==> src/rtl/usb_tx_pkg.sv <==
// Shared types and constants for the USB transmit scheduler: FSM states,
// requester identifiers, handshake PIDs and default sizing.
package usb_tx_pkg;

    typedef enum logic [2:0] {
        IDLE      = 3'd0,
        ARM       = 3'd1,
        WAIT_RDY  = 3'd2,
        WAIT_DONE = 3'd3,
        SEND_EOP  = 3'd4,
        WAIT_EOP  = 3'd5,
        DONE      = 3'd6
    } state_t;

    typedef enum logic {
        SRC_HS  = 1'b0,
        SRC_DAT = 1'b1
    } src_t;

    localparam logic [7:0] PID_ACK   = 8'hD2;
    localparam logic [7:0] PID_NAK   = 8'h5A;
    localparam logic [7:0] PID_STALL = 8'h1E;

    localparam int DEF_MAX_LEN    = 64;
    localparam int DEF_TMO_CYCLES = 32;

endpackage

==> src/rtl/usb_tx_wdog.sv <==
// Wait-state watchdog: counts enabled cycles since the last clear and flags
// expiry once TMO_CYCLES cycles have elapsed without a clear.
module usb_tx_wdog #(
    parameter int TMO_CYCLES = 32
) (
    input  logic clk_i,
    input  logic rst_ni,
    input  logic clr_i,
    input  logic en_i,
    output logic expire_o
);

    localparam int CW = $clog2(TMO_CYCLES + 1);

    logic [CW-1:0] cnt_q, cnt_d;

    assign expire_o = en_i && (cnt_q == CW'(TMO_CYCLES));

    // Holds at the expiry value; the owner is expected to clear on its abort transition.
    always_comb begin
        cnt_d = cnt_q;
        if (clr_i) begin
            cnt_d = '0;
        end else if (en_i && !expire_o) begin
            cnt_d = cnt_q + 1'b1;
        end
    end

    always_ff @(posedge clk_i or negedge rst_ni) begin
        if (!rst_ni) begin
            cnt_q <= '0;
        end else begin
            cnt_q <= cnt_d;
        end
    end

endmodule

==> src/rtl/usb_tx_sched.sv <==
// Transmit scheduler: arbitrates HS/DAT requesters onto the single timer/encoder
// path and sequences start -> data_ready -> enc_done per byte, then EOP.
module usb_tx_sched
    import usb_tx_pkg::*;
#(
    parameter int MAX_LEN    = DEF_MAX_LEN,
    parameter int TMO_CYCLES = DEF_TMO_CYCLES,
    localparam int LEN_W     = $clog2(MAX_LEN + 1)
) (
    input  logic             clk,
    input  logic             rst,
    input  logic             hs_req,
    input  logic [7:0]       hs_pid,
    output logic             hs_gnt,
    input  logic             dat_req,
    input  logic [LEN_W-1:0] dat_len,
    input  logic [7:0]       dat_byte,
    output logic             dat_gnt,
    output logic             dat_pop,
    output logic             tmr_start,
    input  logic             tmr_data_ready,
    input  logic             tmr_enc_done,
    output logic             enc_load,
    output logic [7:0]       enc_byte,
    output logic             enc_eop,
    input  logic             enc_eop_done,
    output logic             busy,
    output logic             tx_done,
    output logic             tx_err,
    output state_t           dbg_state
);

    // Requesters hold *_req until the single-cycle *_gnt pulse; pid/len/first byte
    // are sampled in that grant cycle, and later request changes are ignored.
    // Event inputs are single-cycle pulses acted on only in their waiting state.

    state_t           state_q, state_d;
    src_t             src_q, src_d;
    logic [LEN_W-1:0] len_q, len_d;
    logic [LEN_W-1:0] cnt_q, cnt_d;
    logic [7:0]       byte_q, byte_d;
    logic [7:0]       enc_byte_q, enc_byte_d;
    logic [7:0]       cur_byte;
    logic             wdog_clr, wdog_en, wdog_expire;

    assign cur_byte  = (src_q == SRC_HS) ? byte_q : dat_byte;
    assign busy      = (state_q != IDLE);
    assign enc_byte  = enc_byte_q;
    assign dbg_state = state_q;
    assign wdog_en   = (state_q == WAIT_RDY) || (state_q == WAIT_DONE) || (state_q == WAIT_EOP);
    assign wdog_clr  = (state_d != state_q);

    always_comb begin
        state_d    = state_q;
        src_d      = src_q;
        len_d      = len_q;
        cnt_d      = cnt_q;
        byte_d     = byte_q;
        enc_byte_d = enc_byte_q;
        hs_gnt     = 1'b0;
        dat_gnt    = 1'b0;
        dat_pop    = 1'b0;
        tmr_start  = 1'b0;
        enc_load   = 1'b0;
        enc_eop    = 1'b0;
        tx_done    = 1'b0;
        tx_err     = 1'b0;
        case (state_q)
            IDLE: begin
                // Grants are held off while reset is asserted so no pulse escapes reset.
                if (rst && hs_req) begin
                    hs_gnt  = 1'b1;
                    src_d   = SRC_HS;
                    len_d   = LEN_W'(1);
                    cnt_d   = '0;
                    byte_d  = hs_pid;
                    state_d = ARM;
                end else if (rst && dat_req) begin
                    dat_gnt = 1'b1;
                    if (dat_len == '0) begin
                        tx_err = 1'b1;
                    end else begin
                        src_d   = SRC_DAT;
                        len_d   = (dat_len > LEN_W'(MAX_LEN)) ? LEN_W'(MAX_LEN) : dat_len;
                        cnt_d   = '0;
                        byte_d  = dat_byte;
                        state_d = ARM;
                    end
                end
            end
            ARM: begin
                // Byte is registered here so it is already stable when enc_load pulses.
                tmr_start  = 1'b1;
                enc_byte_d = cur_byte;
                state_d    = WAIT_RDY;
            end
            WAIT_RDY: begin
                if (tmr_data_ready) begin
                    enc_load = 1'b1;
                    dat_pop  = (src_q == SRC_DAT);
                    state_d  = WAIT_DONE;
                end else if (wdog_expire) begin
                    tx_err  = 1'b1;
                    state_d = IDLE;
                end
            end
            WAIT_DONE: begin
                if (tmr_enc_done) begin
                    cnt_d   = cnt_q + 1'b1;
                    state_d = ((cnt_q + 1'b1) == len_q) ? SEND_EOP : ARM;
                end else if (wdog_expire) begin
                    tx_err  = 1'b1;
                    state_d = IDLE;
                end
            end
            SEND_EOP: begin
                enc_eop = 1'b1;
                state_d = WAIT_EOP;
            end
            WAIT_EOP: begin
                if (enc_eop_done) begin
                    state_d = DONE;
                end else if (wdog_expire) begin
                    tx_err  = 1'b1;
                    state_d = IDLE;
                end
            end
            DONE: begin
                tx_done = 1'b1;
                state_d = IDLE;
            end
            default: begin
                state_d = IDLE;
            end
        endcase
    end

    always_ff @(posedge clk or negedge rst) begin
        if (!rst) begin
            state_q    <= IDLE;
            src_q      <= SRC_HS;
            len_q      <= '0;
            cnt_q      <= '0;
            byte_q     <= 8'h00;
            enc_byte_q <= 8'h00;
        end else begin
            state_q    <= state_d;
            src_q      <= src_d;
            len_q      <= len_d;
            cnt_q      <= cnt_d;
            byte_q     <= byte_d;
            enc_byte_q <= enc_byte_d;
        end
    end

    usb_tx_wdog #(
        .TMO_CYCLES(TMO_CYCLES)
    ) u_wdog (
        .clk_i    (clk),
        .rst_ni   (rst),
        .clr_i    (wdog_clr),
        .en_i     (wdog_en),
        .expire_o (wdog_expire)
    );

endmodule
==> config.mk <==
export PLATFORM = sky130hd
export DESIGN_NAME = usb_tx_sched
export DESIGN_NICKNAME = d
export VERILOG_FILES = /design/src/rtl/usb_tx_pkg.sv /design/src/rtl/usb_tx_wdog.sv /design/src/rtl/usb_tx_sched.sv
export SDC_FILE = /design/constraint.sdc
export NUM_CORES = 1
export LEC_CHECK = 0
export CORE_MARGIN = 2
export CORE_UTILIZATION = 45
export DETAILED_ROUTE_END_ITERATION = 8
export PLACE_DENSITY = 0.87
export SLEW_MARGIN = 10
export SYNTH_ARGS = -nofsm -noshare
export SYNTH_HDL_FRONTEND = slang
export SYNTH_SLANG_ARGS = --single-unit
==> constraint.sdc <==
create_clock -name clk -period 1.8 [get_ports clk]
set_clock_uncertainty 0.15 [all_clocks]
set_input_delay 0.36 -clock clk [delete_from_list [all_inputs] [get_ports clk]]
set_output_delay 0.36 -clock clk [all_outputs]
set_load 0.03 [all_outputs]
* After elaboration in Yosys (flattened, before gate mapping)
Index checks and enable logic that the tools add are counted.
** Word-level totals
- Bits in registers :: 40
- Latch bits :: 0
- RAM bits :: 0
- ROM bits :: 0
- Input bits :: 30
- Output and inout port bits :: 20
- Memories kept :: 0
** Operators by class
- Add/sub/neg operators :: 2
- $mul :: 0
- Div/mod/pow operators :: 0
- $lt $le $gt $ge :: 1
- Equality and inequality tests :: 13
- Shift operators :: 0
- Multiplexer cells :: 47
- Bitwise logic cells :: 0
- Reduce and logical (&&, ||, !) cells :: 15
** Operators with widths (number)
- 7-bit two-way mux :: 8
- 8-bit two-way mux :: 4
- 3-bit two-way mux :: 8
- 1-bit two-way mux :: 22
- 3-bit one-hot mux with 6 select lines :: 1
- 7-bit one-hot mux with 2 select lines :: 1
- 6-bit two-way mux :: 2
- 3-bit equality test, second input constant :: 3
- 7-bit by 1-bit adder with 7-bit output, second input constant :: 1
- 7-bit equality test :: 1
- 7-bit greater-than comparator, second input constant :: 1
- 7-bit zero test :: 1
- 6-bit by 1-bit adder with 6-bit output, second input constant :: 1
- 3-bit by 2-bit equality test with 1-bit output, second input constant :: 2
- 6-bit equality test, second input constant :: 1
- 3-bit != test, second input constant :: 2
- 2-bit nonzero test :: 3
- 1-bit logical AND :: 4
- 2-bit != test, second input constant :: 2
- 1-bit one-hot mux with 4 select lines :: 1
- 4-bit AND reduction :: 1
- 3-bit by 1-bit equality test with 1-bit output, second input constant :: 1
- 3-bit zero test :: 1
- 3-bit != test :: 1
- 4 further kinds :: 5

* Logic depth before layout (Yosys ltp)
- Depth after elaboration :: 9
- Depth in mapped cells :: 7
- Gate-level depth less buffers :: 7

* Hierarchy
A second synthesis with hierarchy kept.
** Second synthesis, totals
- Cell total of the unflattened synthesis :: 250
- Area total of the unflattened synthesis :: 2349.8 um2
** Modules (own cells, without submodules)
- usb_tx_sched :: times used 1, cells an instance 210, area each 1961.9 um2, sequential area each 850.8 um2
- usb_tx_wdog :: times used 1, cells an instance 40, area each 387.9 um2, sequential area each 150.1 um2

* Worst setup path before layout
No wires, ideal clock.
- Kind :: register to output
- Start point :: register state_q[2] (netlist: dbg_state[2])
- End point :: output port tx_err
- Arrival :: 2.346 ns
- Data required time :: 1.290 ns
- Path slack :: -1.056 ns
- Cell stages (with the launch flop) :: 6
- Path through :: dfrtp_1 > buf_6 > or3_4 > nor3_1 > nand3_1 > o21ai_0
** On the way
- Word-level cells in the longest chain between the ends :: 7
** RTL lines
- from (decl) :: RTL line usb_tx_sched.sv:37 : state_t state_q, state_d;
- from (signal assigned) :: RTL line usb_tx_sched.sv:147 : state_q <= state_d;
- 3-bit by 2-bit equality test with 1-bit output :: RTL line usb_tx_sched.sv:50, usb_tx_sched.sv:68
- 1-bit logical OR (2 in a row) :: RTL line usb_tx_sched.sv:50 : assign wdog_en = (state_q == WAIT_RDY) || (state_q == WAIT_DONE) || (state_q == WAIT_EOP);
- 1-bit logical AND :: RTL line usb_tx_wdog.sv:17 : assign expire_o = en_i && (cnt_q == CW'(TMO_CYCLES));
- 1-bit two-way mux :: RTL line usb_tx_sched.sv:102, usb_tx_sched.sv:111, usb_tx_sched.sv:123
- 1-bit two-way mux, on equally long branches :: RTL line usb_tx_sched.sv:121, usb_tx_sched.sv:98, usb_tx_sched.sv:108
- 1-bit one-hot mux with 4 select lines * :: RTL line usb_tx_sched.sv:68 : case (state_q)
- to (decl) :: RTL line usb_tx_sched.sv:29 : output logic tx_err,
Mark *: on every way between the ends. The rest lies on a longest branch, timed or not.

* Worst setup path in the final report
- Start point :: register state_q[0] (netlist: dbg_state[0])
- End point :: output port tx_err
Same word-level chain as after synthesis.

==> results.toml <==
[finish]
n_fill_cell = 285
fin_util_pct = 77.6
antenna_cells = 0
drive_gt1_share_pct = 40.9
area_growth_pct = 64.2
finish.net_count = 382
design_area_mm2 = 0.00372

[drt]
drtAntennaViolNets = 0
dr.pass1.iters = 4
drt_wl_total_um = 8030
drtIter0Drc = 154
vias = 2388
route.detailed.drc = 0
viasPerCell = 5.73
wire_per_inst_um = 19.3

[synth]
synth_flop_cell = "dfrtp_1"
synthMuxAreaShare_pct = 8.46
syn_area_per_cell_um2 = 9.47
syn-cell-area_mm2 = 0.00226
synth-compound-area-share_pct = 17.1
yosysTopAreaCellShare_pct = 44.2
synth_top_family_by_area = "simple AND/OR/NAND/NOR gates"
synth_top_cell_by_area = "dfrtp_1"
ys_seq_area_share_pct = 44.2
synth-simple-area-share_pct = 20.0
syn_nets = 272
ys_types = 49
yosysWarningCount = 0
ys_ff_latch = 40
synthXorXnorAreaFrac_pct = 5.03
synthAdderAreaFrac_pct = 1.66
synth_area_leaders = "dfrtp_1 44%, mux2i_1 8.0%, o21ai_0 3.8%"
synth_edf_count = 0
ys_async_sr_fraction_pct = 100
netlist_instances = 239

[sta]
setup_viol = 40
finalHoldViolCount = 0
rsz0062_at_grt = "yes"
setup_ws_ns = -0.460
relSlewSlack_pct = 75.0
period_share_pct = 126
tightest_slew_ns = 0.374
max_clock_freq_mhz = 443
slew_viol_final = 0
min_period_ns = 2.26

[place]
place_congestion = 0.888
place_area_mm2 = 0.00321
dp_hpwl_um = 4780
port_buffers = 49

[clock_network]
cts_tree = "done"
cts_max_level = 2
root_buffer = "clkbuf_8"
cts_buffers = 5
cts_buffer_depth = 2
insertion_delay_ns = 0.30
path_clk_slew_ns = 0.09
cts_sinks = 40

[worst_setup_path]
rrSetupSlack_ns = -0.33
required_ns = 1.29
ff2ff_path_depth = 8
cp-start-kind = "flip-flop"
crit_path_end_kind = "output port"
r2r_end = "cnt_q[0]"
r2r_start = "dbg_state[0]"
path_class = "flip-flop to output port"
cp.arrival_ns = 1.75
cp_max_fo = 3

[floorplanning]
core_mm2 = 0.00479
die_area_mm2 = 0.00561
die_h_um = 74.9
ios = 50
floorplan.initialDensity_pct = 47.3
rows = 25
dieWidth_um = 74.9

[power_and_ir_drop]
powerDensity_mw_per_mm2 = 1570
leakagePower_nw = 1.70
peakVddDrop_uv = 961

[global_routing]
grt_pass1_wl_um = 11600
antenna_found_initial = 0
grt_max_degree = 28
globalRoute.totalOverflow = 0
grt_usage_pct = 27.8
grt_pass1_vias = 2402

[min_path]
hp-class = "input port to asynchronous set/reset pin"

[run_status]
outcome = "finished, violations left"
violations = "negative setup slack"

[flow_run]
cap_violations = 0
## per-stage QoR
step	hold slack (ns)	power, W	setup slack [ns]	TNS, ns	cells
after global routing	0.115	0.00611	-0.474	-11.37	417
after floorplan	-0.0856	0.00328	-0.451	-6.02	239
after CTS	0.0951	0.00541	-0.359	-6.61	410
final	0.0860	0.00584	-0.460	-9.62	417
after global placement	0.171	0.00421	-0.449	-12.39	393
after detailed placement	0.174	0.00431	-0.501	-13.86	393
## repair_timing
action / CTS / global route
pin swaps: 12 / 11
hold buffers: 2 / 0
setup endpoints to repair: 51 / 43
setup buffers: 7 / 8
gates resized for setup: 66 / 32
cloned: 1 / 0
hold endpoints to repair: 13 / 0
## state kept, by name, indices dropped and copies added (netlist names)
name,flops
byte_q,8
cnt_q,7
dbg_state,3
enc_byte,8
len_q,7
src_q,1
u_wdog.cnt_q,6
## cell families (layout without fill, tap and decap cells)
kind of cell | Yosys count | in the layout
AND/OR/NAND/NOR | 87 | 88
AO/OA/AOI/OAI | 59 | 59
flip-flops | 40 | 40
multiplexers | 19 | 19
buffers and inverters | 18 | 128
XOR/XNOR | 13 | 13
adder cells (fa/ha/maj) | 3 | 3
## metal layers
layer	GRT usage [%]	vias up	wire (um)
met4	14.9	0	404
met3	6.56	35	438
li1	-	1083	-
met2	48.1	107	4140
met1	31.6	1163	3050
met5	0	-	0
## power by group
group	leakage [nW]	total, W	switching [W]	internal (W)
Combinational	1.14	0.00356	0.00195	0.00162
Sequential	0.505	0.00151	0.000278	0.00123
Clock	0.0548	0.000767	0.000349	0.000418
Total	1.70	0.00584	0.00257	0.00327
## worst max-delay path by stage
stage | startpoint | to | slack (ns) | cells after the start
detailed placement | dat_len[0] | cnt_q[0] | -0.50 | 7
global route | dbg_state[2] | tx_err | -0.47 | 5
finish | dbg_state[0] | tx_err | -0.46 | 5
floorplan | dbg_state[2] | tx_err | -0.45 | 5
global placement | dat_len[3] | len_q[3] | -0.45 | 7
CTS | dbg_state[2] | tx_err | -0.36 | 5
## Yosys cell counts, types with 3 or more instances
library cell and number:
nor3_1 6, xor2_1 9, buf_2 5, nor2_1 20, a22o_1 6, o31ai_1 4, nand2b_1 3, nor2b_1 3
o21ai_0 17, a21oi_1 15, inv_1 6, nand4_1 3, a21o_1 4, mux2i_1 18, nand3_1 10, ha_1 3
a31oi_1 3, dfrtp_1 40, xnor2_1 4, nand2_1 20, clkbuf_1 5
## placed cells by master, fill, tap and decap left out, drive strengths merged, types with 3 or more instances in the layout
cell type | netlist | layout
buf | 7 | 74
dfrtp | 40 | 40
clkdlybuf4s50 | 0 | 24
nor2 | 22 | 23
nand2 | 20 | 20
mux2i | 18 | 18
o21ai | 17 | 17
a21oi | 15 | 15
dlygate4sd2 | 0 | 12
nand3 | 10 | 10
xor2 | 9 | 9
a22o | 7 | 7
inv | 6 | 7
clkbuf | 5 | 7
nor3 | 6 | 6
a21o | 4 | 4
xnor2 | 4 | 4
o31ai | 4 | 4
and2 | 3 | 3
nand4 | 3 | 3
or3 | 3 | 3
nor3b | 3 | 3
nor2b | 3 | 3
nand2b | 3 | 3
ha | 3 | 3
a31oi | 3 | 3
## area by class of cell
cell class,instances,area [um2],share of cell area (%)
clock buffers,5,68.8,1.85
clock inverters,3,46.3,1.25
well taps,67,83.8,2.26
repair buffers,114,1010,27.1
multi-input cells,182,1480,39.8
flip-flops and latches,40,1000,27.0
inverters,6,25.0,0.673
## critical path, cell delays in order, from the launching register on
cell and delay, ns:
dfrtp_2 0.44, or3_4 0.42, nor3_4 0.17, nand3_2 0.17, o21ai_4 0.10, buf_6 0.14
(Power assumes the default switching activity.)
